==> config.mk <==
export PLATFORM = sky130hd
export DESIGN_NAME = pixel32_pack128
export DESIGN_NICKNAME = d
export VERILOG_FILES = /design/src/rtl/pixel_pack_pkg.sv /design/src/rtl/pixel32_pack128_fifo.sv /design/src/rtl/pixel32_pack128.sv
export SDC_FILE = /design/constraint.sdc
export NUM_CORES = 1
export LEC_CHECK = 0
export ABC_AREA = 1
export CAP_MARGIN = 0
export CORE_UTILIZATION = 63
export DETAILED_ROUTE_END_ITERATION = 10
export PLACE_DENSITY = 0.86
export SYNTH_ARGS = -nofsm -noshare
export SYNTH_HDL_FRONTEND = slang
export SYNTH_HIERARCHICAL = 1
export SYNTH_SLANG_ARGS = --single-unit
==> constraint.sdc <==
create_clock -name clk_i -period 24 [get_ports clk_i]
set_input_delay 4.8 -clock clk_i [delete_from_list [all_inputs] [get_ports clk_i]]
set_output_delay 4.8 -clock clk_i [all_outputs]
set_load 0.05 [all_outputs]
==> src/rtl/pixel_pack_pkg.sv <==
// Shared constants and elaboration helpers for the 32-bit pixel packer.
package pixel_pack_pkg;

   localparam int unsigned PIX_W = 32;

   // Number of 32-bit pixels carried by one output word.
   function automatic int unsigned pix_per_word(input int unsigned out_width);
      return out_width / PIX_W;
   endfunction

   // Ceiling log2 with a fixed loop bound; used to size the lane counter.
   function automatic int unsigned clog2(input int unsigned value);
      int unsigned r;
      r = 0;
      for (int i = 0; i < 32; i++) begin
         if ((32'd1 << i) < value) r = 32'(i) + 32'd1;
      end
      return r;
   endfunction

endpackage

==> src/rtl/pixel32_pack128_fifo.sv <==
// pack_fifo2: 2-entry first-word-fall-through buffer for {sof, data} words.
// The head entry drives rdata directly, so the consumer sees registered data.
module pack_fifo2
   import pixel_pack_pkg::*;
#(
   parameter int unsigned W = 129
) (
   input  logic         clk,
   input  logic         rst,
   input  logic         push,
   input  logic [W-1:0] wdata,
   input  logic         pop,
   output logic [W-1:0] rdata,
   output logic         full,
   output logic         empty
);

   logic [W-1:0] tail;
   logic [W-1:0] head_n;
   logic [W-1:0] tail_n;
   logic         full_n;
   logic         empty_n;

   // Next-state: apply the pop first so a push into a full buffer can reuse the freed slot.
   always_comb begin
      head_n  = rdata;
      tail_n  = tail;
      full_n  = full;
      empty_n = empty;
      if (pop && !empty) begin
         if (full) begin
            head_n = tail;
            full_n = 1'b0;
         end else begin
            empty_n = 1'b1;
         end
      end
      if (push) begin
         if (empty_n) begin
            head_n  = wdata;
            empty_n = 1'b0;
         end else if (!full_n) begin
            tail_n = wdata;
            full_n = 1'b1;
         end
      end
   end

   // Storage and occupancy flags.
   always_ff @(posedge clk or posedge rst) begin
      if (rst) begin
         rdata <= '0;
         tail  <= '0;
         full  <= 1'b0;
         empty <= 1'b1;
      end else begin
         rdata <= head_n;
         tail  <= tail_n;
         full  <= full_n;
         empty <= empty_n;
      end
   end

endmodule

==> src/rtl/pixel32_pack128.sv <==
// pixel32_pack128: packs a non-stallable 32-bit ARGB pixel stream into OUT_WIDTH-bit
// words (first pixel at the LSBs) behind a 2-entry valid/ready buffer.
// Optional build macro PIXEL_PACK_LINE_FLUSH_EN: flush a partial word one cycle after
// each de_i falling edge instead of carrying it into the next line.
module pixel32_pack128
   import pixel_pack_pkg::*;
#(
   parameter int unsigned OUT_WIDTH = 128,
   parameter bit          VS_POL    = 1'b1
) (
   input  logic                 clk_i,
   input  logic                 rst_i,
   input  logic                 vs_i,
   input  logic                 de_i,
   input  logic [PIX_W-1:0]     rgb32_i,
   output logic [OUT_WIDTH-1:0] out_data_o,
   output logic                 out_valid_o,
   input  logic                 out_ready_i,
   output logic                 out_sof_o,
   output logic                 ovf_o
);

   localparam int unsigned PPW    = pix_per_word(OUT_WIDTH);
   localparam int unsigned CNT_W  = clog2(PPW);
   localparam int unsigned FIFO_W = OUT_WIDTH + 1;

   logic                 vs_q;
   logic [CNT_W-1:0]     cnt;
   logic [OUT_WIDTH-1:0] acc;
   logic                 sof_pending;

   logic                 frame_start_c;
   logic                 flush_push_c;
   logic [CNT_W-1:0]     cnt_base;
   logic [OUT_WIDTH-1:0] acc_base;
   logic [OUT_WIDTH-1:0] acc_wr;
   logic                 word_done_c;
   logic                 push_c;
   logic [OUT_WIDTH-1:0] push_data_c;
   logic                 push_sof_c;
   logic                 pop_c;
   logic                 accept_c;
   logic                 drop_c;
   logic [CNT_W-1:0]     cnt_n;
   logic [OUT_WIDTH-1:0] acc_n;
   logic                 sof_pending_n;
   logic                 ovf_n;
   logic                 fifo_full;
   logic                 fifo_empty;
   logic [FIFO_W-1:0]    fifo_rdata;

   assign frame_start_c = (vs_i == VS_POL) && (vs_q != VS_POL);

`ifdef PIXEL_PACK_LINE_FLUSH_EN
   logic de_q;
   logic flush_q;

   // Track de_i so the cycle after a falling edge can flush the partial word.
   always_ff @(posedge clk_i or posedge rst_i) begin
      if (rst_i) begin
         de_q    <= 1'b0;
         flush_q <= 1'b0;
      end else begin
         de_q    <= de_i;
         flush_q <= de_q & ~de_i;
      end
   end

   // A frame start discards the partial word, so it wins over a flush.
   assign flush_push_c = flush_q && (cnt != '0) && !frame_start_c;
`else
   assign flush_push_c = 1'b0;
`endif

   // Lane packing: a frame start or flush clears first, then the pixel lands in the cleared accumulator.
   always_comb begin
      cnt_base = cnt;
      acc_base = acc;
      if (frame_start_c || flush_push_c) begin
         cnt_base = '0;
         acc_base = '0;
      end
      acc_wr = acc_base;
      if (de_i) acc_wr[int'(cnt_base) * PIX_W +: PIX_W] = rgb32_i;
      word_done_c = de_i && (cnt_base == CNT_W'(PPW - 1));
      push_c      = word_done_c || flush_push_c;
      push_data_c = flush_push_c ? acc : acc_wr;
      push_sof_c  = sof_pending || frame_start_c;

      cnt_n = cnt_base;
      acc_n = acc_wr;
      if (word_done_c) begin
         cnt_n = '0;
         acc_n = '0;
      end else if (de_i) begin
         cnt_n = cnt_base + CNT_W'(1);
      end
   end

   // Handshake, drop detection and frame-scoped flags.
   always_comb begin
      pop_c    = !fifo_empty && out_ready_i;
      accept_c = !fifo_full || pop_c;
      drop_c   = push_c && !accept_c;

      sof_pending_n = sof_pending || frame_start_c;
      if (push_c && accept_c) sof_pending_n = 1'b0;

      ovf_n = ovf_o || drop_c;
      if (frame_start_c) ovf_n = 1'b0;
   end

   // Packer state registers.
   always_ff @(posedge clk_i or posedge rst_i) begin
      if (rst_i) begin
         vs_q        <= ~VS_POL;
         cnt         <= '0;
         acc         <= '0;
         sof_pending <= 1'b0;
         ovf_o       <= 1'b0;
      end else begin
         vs_q        <= vs_i;
         cnt         <= cnt_n;
         acc         <= acc_n;
         sof_pending <= sof_pending_n;
         ovf_o       <= ovf_n;
      end
   end

   pack_fifo2 #(
      .W(FIFO_W)
   ) u_fifo (
      .clk   (clk_i),
      .rst   (rst_i),
      .push  (push_c),
      .wdata ({push_sof_c, push_data_c}),
      .pop   (pop_c),
      .rdata (fifo_rdata),
      .full  (fifo_full),
      .empty (fifo_empty)
   );

   assign {out_sof_o, out_data_o} = fifo_rdata;
   assign out_valid_o             = ~fifo_empty;

endmodule

; ---- After elaboration in Yosys (flattened, before gate mapping)
; Cells that the tools add are included.
[totals]
inputBits = 37
elab_cells = 50
output_inout_bits = 131
regBits = 393
[op_classes]
reduce_logical = 13
n_addsub = 2
bitwise = 4
mux = 19
shift = 2
eq_ne = 1
[ops]
columns = cell, n
row1 = $mux W129, 4
row2 = $mux W128, 3
row3 = $bwmux W128, 1
row4 = $shift A32 B34 Y128 const A, 1
row5 = $shiftx A32 B34 Y128, 1
row6 = $neg A7 Y34, 1
row7 = $mux W1, 8
row8 = $logic_and A1 B1 Y1, 6
row9 = $mux W2, 3
row10 = $not A1 Y1, 4
row11 = $logic_not A1 Y1, 3
row12 = $logic_or A1 B1 Y1, 3
row13 = $reduce_and A3 Y1, 1
row14 = $add A2 B1 Y2 const B, 1
row15 = $eq A2 B2 Y1 const B, 1

; ---- Logic depth before layout (Yosys ltp)
; Gate-level depths: netlist (run 1).
[logic_depth]
depth_word = 9
ltp_mapped = 19
ltp_nobuf = 13

; ---- By module
; The synthesis (run 1) kept the hierarchy.
[by_module_without_submodules]
columns = module, cells_each, area_per_inst_um2, instances, seq_area_each_um2
row1 = pack_fifo2, 1694, 12649.6, 1, 6507.5
row2 = pixel32_pack128, 957, 6979.2, 1, 3328.2

; ---- Worst setup path after synthesis (run 1)
; No wires, ideal clock.
[synth_timing]
path_kind = input to register
start = input vs_i
end = register u_fifo.tail[100]
required_ns = 23.933
path_stages = 16
path_slack_ns = 16.994
arrival_ns = 6.939
n_path_buf = 8
setup_ns = 0.067
path_cell_list = nand2_1 -> buf_4 -> buf_2 -> nand2_1 -> inv_1 -> ha_1 -> nand2_1 -> inv_2 -> buf_4 -> buf_4 -> buf_4 -> buf_2 -> clkbuf_1 -> clkbuf_1 -> nand4_1 -> nand2_1
[synth_via]
word_cells_on_any_way = 11
cone_classes = 1 x add/sub / 1 x eq/ne / 2 x shift / 4 x mux / 3 x reduce/logical
[synth_lines]
columns = element, line
row1 = from (decl), pixel32_pack128.sv:13  ; input logic vs_i,
row2 = $logic_and A1 B1 Y1, pixel32_pack128.sv:52  ; assign frame_start_c = (vs_i == VS_POL) && (vs_q != VS_POL);
row3 = $mux W2, pixel32_pack128.sv:79  ; if (frame_start_c || flush_push_c) begin
row4 = $eq A2 B2 Y1, pixel32_pack128.sv:85  ; word_done_c = de_i && (cnt_base == CNT_W'(PPW - 1));
row5 = $logic_and A1 B1 Y1, pixel32_pack128.sv:85
row6 = via push_c, pixel32_pack128.sv:38  ; logic push_c;
row7 = $reduce_and A3 Y1 (no line), -
row8 = to (signal assigned), pixel32_pack128_fifo.sv:58  ; tail <= tail_n;
row9 = to (decl), pixel32_pack128_fifo.sv:18  ; logic [W-1:0] tail;
; The timed path passes the listed nets, and every way through them passes these cells.
; A chain may end at the register's enable or synchronous reset.

; ---- Worst setup path in the final report (run 1)
[layout_timing]
start = input vs_i
end = register u_fifo.tail[103]
[layout_via]
elab_chain_cells = 6
word_cells_on_any_way = 11
cone_classes = 1 x add/sub / 1 x eq/ne / 2 x shift / 4 x mux / 3 x reduce/logical
[layout_lines]
columns = element, line
row1 = $logic_and A1 B1 Y1 (*), pixel32_pack128.sv:52
row2 = $mux W2, pixel32_pack128.sv:79
row3 = $neg A7 Y34, pixel32_pack128.sv:84  ; if (de_i) acc_wr[int'(cnt_base) * PIX_W +: PIX_W] = rgb32_i;
row4 = $shiftx A32 B34 Y128 / $shift A32 B34 Y128 (equally long branches), pixel32_pack128.sv:84
row5 = $bwmux W128, pixel32_pack128.sv:84
row6 = $mux W128 (*), pixel32_pack128.sv:84
row7 = via acc_wr[103], pixel32_pack128.sv:36  ; logic [OUT_WIDTH-1:0] acc_wr;
; The timed path passes the listed nets; every way through them passes the cells marked *.

==> flow_summary.ini, run 1 <==
[critical_path]
crit_chain = clkdlybuf4s50_1, nand2_4, nand2_1, inv_1, ha_1, nand2_1, inv_8, buf_4, buf_4, nand3_1, buf_4, o22ai_1, nand4_1, nand2_1
r2r_end = u_fifo/tail[103]
cp_top_family = buffers and inverters
arrival_ns = 10.18
r2r_slack_ns = 18.72
worst-path-buf-inv = 6
cp.required_ns = 24.46
worstSetupPathType = primary input to flop
endpoint_kind = flop
r2r-start = vs_q
cp_max_fo = 126
critPathLaunchType = primary input
rr_worst_depth = 14
slowest_delay_ns = 0.91
cp_slowest_cell = buf_4

[global_routing]
grt_max_degree = 127
grt_usage = 0.360
antenna_found_initial = 1
grt_pass1_wl_mm = 90.1
overflow = 0
grt_pass1_vias = 17116

[timing]
final-max-slew-violation-count = 0
finalSetupViolCount = 0
whs_ns = 0.470
period_share = 0.405
rsz0062_at_grt = no
final.setup.tns_ns = 0
hold_violations = 0
worstMarginPinSlew_ns = 1.38
fmax_ghz = 0.103
max-slew-margin-rel = 0.0778
fin_skew_ns = 0.0207
period_needed_ns = 9.71

[floorplan]
rows = 64
die-width_um = 179
floorplan.initialDensity = 0.642
fp.dieH_um = 179
die_area_sq_um = 31900
io_pins = 168
core-area_sq_um = 30600

[cts]
post-cts-setup-buffers = 0
cts_root_buffer = clkbuf_16
clk_latency_ns = 0.54
htreeDepth = 2
cts_tree = built
cts.clk_slew.worst_paths_ns = 0.06
clkSinkCount = 393
postCtsHoldBufs = 0
ctsResizeCount = 0
clockBufferDepth = 3
cts-buffers-inserted = 40

[synth]
synth_common_cells = nand2_1, nand3_1, dfrtp_1, inv_1, nor2_1
async_flop_share = 1.00
yosysTopAreaCell = dfrtp_1
ys_ff_latch = 393
synth-edff-count = 0
ys_top_cells_by_area = dfrtp_1, nand2_1, nand3_1
synth_top_area_share = 0.500
synth.most_common_cell = nand2_1
syn_inst = 2651
synth-main-ff-cell = dfrtp_1
syn_nets = 2693
syn_area_sq_um = 19600
ys.warnings.count = 6
postSynthAreaPerCell_sq_um = 7.40
ys_seq_area_frac = 0.501
synth.distinct_cells = 23

[final_layout]
seqCellArea_sq_um = 9840
drive_above_1_share = 0.0386
nets = 2711
fillCellCount = 2238
area_growth_pct = 14.3
design_area_sq_um = 22400
n_antenna_cell = 0
fin_cells = 3093
multi_input_area_sq_um = 7700

[place]
placed_area_sq_um = 21000
dp_hpwl_mm = 33.7
port_buffers = 167
place.gp.congestion = 0.923
dp_cells = 3023

[routing]
wirelength_mm = 56.3
drtIter0Drc = 2762
vias = 18438
dr.pass1.iters = 6
drc = 0
wl_per_cell_um = 18.2
routed_via_density = 5.96
drtAntennaViolNets = 0

[power]
powerDensity_nw_per_um2 = 122
ir_drop_mv = 0.0923
power_mw = 2.74
p_leak_nw = 12.0

[run_status]
status = finished, final reports clean

[worst_hold_path]
whs_path_depth = 2
min_path_type = flop to flop
hold_start = u_fifo/tail[45]
whs_endpoint = u_fifo/tail[45]

[job]
cap_viol_max_count = 0
==> worst max-delay path by stage <==
stage                     startpoint  slack, ns          endpoint  depth (start not counted)
after floorplan                rst_i      12.05       u_fifo/full                          1
after global placement          vs_i      14.16  u_fifo/tail[110]                         14
after detailed placement        vs_i      13.97  u_fifo/tail[113]                         14
after CTS                       vs_i      14.47  u_fifo/tail[103]                         14
after global routing            vs_i      14.01  u_fifo/tail[113]                         14
final                           vs_i      14.29  u_fifo/tail[103]                         14
==> worst min-delay path, stage by stage, from the launching register on <==
cell and delay (ns):
dfrtp_1 0.34, nand2_1 0.05, nand2_1 0.04
==> power breakdown <==
group          total [mW]  switching, mW  internal, mW
combinational        1.16          0.833         0.330
sequential          0.902          0.104         0.798
clock               0.676          0.260         0.415
total                2.74           1.20          1.54
==> cell families after synthesis <==
group / share of synthesized area
compound gates: 0.0298
xor+xnor: 0.000446
fa+ha+maj: 0.00319
buf+inv: 0.110
flops: 0.501
simple gates: 0.355
==> placed cells by master (no fill, tap or decap), drive strengths merged <==
master,n
buf,18
o211ai,1
clkdlybuf4s50,167
inv,309
nor2,230
ha,5
clkbuf,55
o21ai,4
nand3,421
clkinvlp,1
a21boi,2
dfrtp,392
xor2,1
nand2,849
clkinv,7
nand4,129
o22ai,32
bufinv,7
dfstp,1
a21oi,66
==> per-layer routing <==
metal | wire (um) | up-vias | track usage
li1 | - | 8392 | -
met1 | 22300 | 8662 | 0.513
met4 | 2670 | 2 | 0.163
met5 | 15 | - | 0
met3 | 6410 | 206 | 0.0729
met2 | 25000 | 1176 | 0.534
==> area by class of cell <==
class                      count  share of cell area
sequential                   393               0.438
multi-input combinational   1740               0.343
timing repair buffer         185              0.0805
inverter                     309              0.0525
tap                          396              0.0221
clock inverter                15              0.0114
clock buffer                  55              0.0521
==> flip-flops by register name, indices dropped and copies added, names as in the netlist <==
register	flops
acc	128
cnt	2
ovf_o	1
sof_pending	1
u_fifo/empty	1
u_fifo/full	1
u_fifo/rdata	129
u_fifo/tail	129
vs_q	1
==> stage by stage <==
| stage | util | setup slack, ns |
|---|---|---|
| detailed placement | 0.687 | 13.97 |
| global placement | 0.687 | 14.16 |
| floorplan | - | 12.05 |
| CTS | 0.734 | 14.47 |
| global route | 0.734 | 14.01 |
| finish | 0.734 | 14.29 |
(Power assumes the default switching activity.)
==> run 2: changes to the inputs <==
Settings changed: CORE_UTILIZATION 63 to 59, PLACE_DENSITY 0.86 to 0.81.
Clock period 24 ns to 9.2 ns, I/O delays scaled along.
==> flow_summary.ini, run 2 (synthesized netlist as in run 1, its figures left out) <==
[global_routing]
grt_pass1_wl_mm = 89.9
overflow = 0
grt_usage = 0.336
grt_pass1_vias = 16809
antenna_found_initial = 1
grt_max_degree = 150

[cts]
clkSinkCount = 393
cts_root_buffer = clkbuf_16
cts.clk_slew.worst_paths_ns = 0.06
post-cts-setup-buffers = 0
clockBufferDepth = 3
cts-buffers-inserted = 42
ctsResizeCount = 0
clk_latency_ns = 0.54
cts_tree = built
htreeDepth = 2
postCtsHoldBufs = 0

[routing]
wl_per_cell_um = 17.9
wirelength_mm = 56.3
drtAntennaViolNets = 0
drtIter0Drc = 2432
vias = 18120
drc = 0
dr.pass1.iters = 6
routed_via_density = 5.77

[job]
cap_viol_max_count = 0

[floorplan]
fp.dieH_um = 184
core-area_sq_um = 32600
die-width_um = 184
floorplan.initialDensity = 0.602
rows = 66
io_pins = 168
die_area_sq_um = 34000

[timing]
fmax_ghz = 0.172
max-slew-margin-rel = 0.173
worstMarginPinSlew_ns = 1.24
rsz0062_at_grt = no
final-max-slew-violation-count = 0
finalSetupViolCount = 0
final.setup.tns_ns = 0
worst_slack_ns = 3.37
period_share = 0.634
fin_skew_ns = 0.0138
period_needed_ns = 5.83
hold_violations = 0

[power]
powerDensity_nw_per_um2 = 315
p_leak_nw = 12.0
ir_drop_mv = 0.295

[critical_path]
endpoint_kind = flop
cp.required_ns = 9.61
crit_chain = clkdlybuf4s50_1, nand2_4, nand2_2, buf_4, inv_1, ha_1, nand2_1, inv_8, nand3_4, buf_4, nand2_1, nand2_1
rr_worst_depth = 10
critPathLaunchType = primary input
slowest_delay_ns = 0.82
cp_max_fo = 115
worstSetupPathType = primary input to flop
cp_slowest_cell = nand3_4
arrival_ns = 6.24
cpMostUsedCell = nand2_1

[final_layout]
layout_commonest_cell = nand2_1
area_growth_pct = 14.8
top_regs = u_fifo/rdata x129, u_fifo/tail x129, acc x128
final_cell_mix = nand2_1, nand3_1, dfrtp_1
design_area_sq_um = 22500
nets = 2714
fillCellCount = 2605
drive_above_1_share = 0.0378

[place]
dp_slack_ns = 2.86
dp_hpwl_mm = 33.6
placed_area_sq_um = 21100
port_buffers = 167
place.gp.congestion = 0.891

[worst_hold_path]
whs_path_depth = 2
min_path_type = flop to flop

[run_status]
status = finished, final reports clean
run 2: cell types whose count changed in the layout (fill, tap and decap cells not counted):
cell,before,now
diode_2,0,1
clkbuf_16,41,45
buf_12,0,4
buf_4,18,15
bufinv_16,7,4
clkbuf_8,9,5
inv_8,2,3
clkbuf_1,5,9
clkinvlp_4,1,0
run 2: report_power, final:
| group | internal [mW] | switching [mW] | total [mW] |
|---|---|---|---|
| Combinational | 0.867 | 2.16 | 3.02 |
| Sequential | 2.08 | 0.269 | 2.35 |
| Clock | 1.04 | 0.689 | 1.73 |
| Total | 3.99 | 3.11 | 7.10 |
run 2: cell type report:
cell class,count,area (sq um),share of cell area
timing repair buffer,186,1860,0.0827
clock buffer,59,1230,0.0545
tap,442,553,0.0245
clock inverter,12,170,0.00755
sequential,393,9840,0.437
inverter,309,1180,0.0523
antenna,1,2.50,0.000111
multi-input combinational,1740,7700,0.342
run 2: through the flow:
| stage | total power, mW | utilization | instances | hold slack (ns) |
|---|---|---|---|---|
| finish | 7.10 | 0.691 | 3142 | 0.470 |
| global route | 7.43 | 0.691 | 3141 | 0.483 |
| CTS | 7.10 | 0.689 | 3139 | 0.472 |
| detailed placement | 5.35 | 0.647 | 3068 | 0.458 |
| global placement | 5.31 | 0.647 | 3068 | 0.453 |
| floorplan | 4.43 | - | 2651 | 0.442 |
run 2: worst max-delay path, delay by kind of cell:
| kind | cells | cell delay (ns) |
|---|---|---|
| fa+ha+maj | 1 | 0.16 |
| buf+inv | 5 | 2.19 |
| simple gates | 6 | 1.88 |
run 2: path summary, 6_finish.rpt:
kind | startpoint | to | slack (ns)
hold reg to reg | u_fifo/tail[119] | u_fifo/tail[119] | 0.47
min in group asynchronous | rst_i | u_fifo/rdata[11] | 1.95
setup / recovery | vs_i | u_fifo/tail[108] | 3.37
hold / removal | u_fifo/tail[119] | u_fifo/tail[119] | 0.47
setup reg to reg | cnt[0] | u_fifo/tail[108] | 4.74
max in group asynchronous | rst_i | acc[60] | 5.72
run 2: metal layers:
metal  share of wire  wire length, um  vias up  track usage
met5               0                0        -            0
met4           0.042             2360        0        0.163
met3            0.10             5840      144       0.0613
met2            0.44            24700     1018        0.493
met1            0.42            23400     8570        0.479
li1                -                -     8388            -
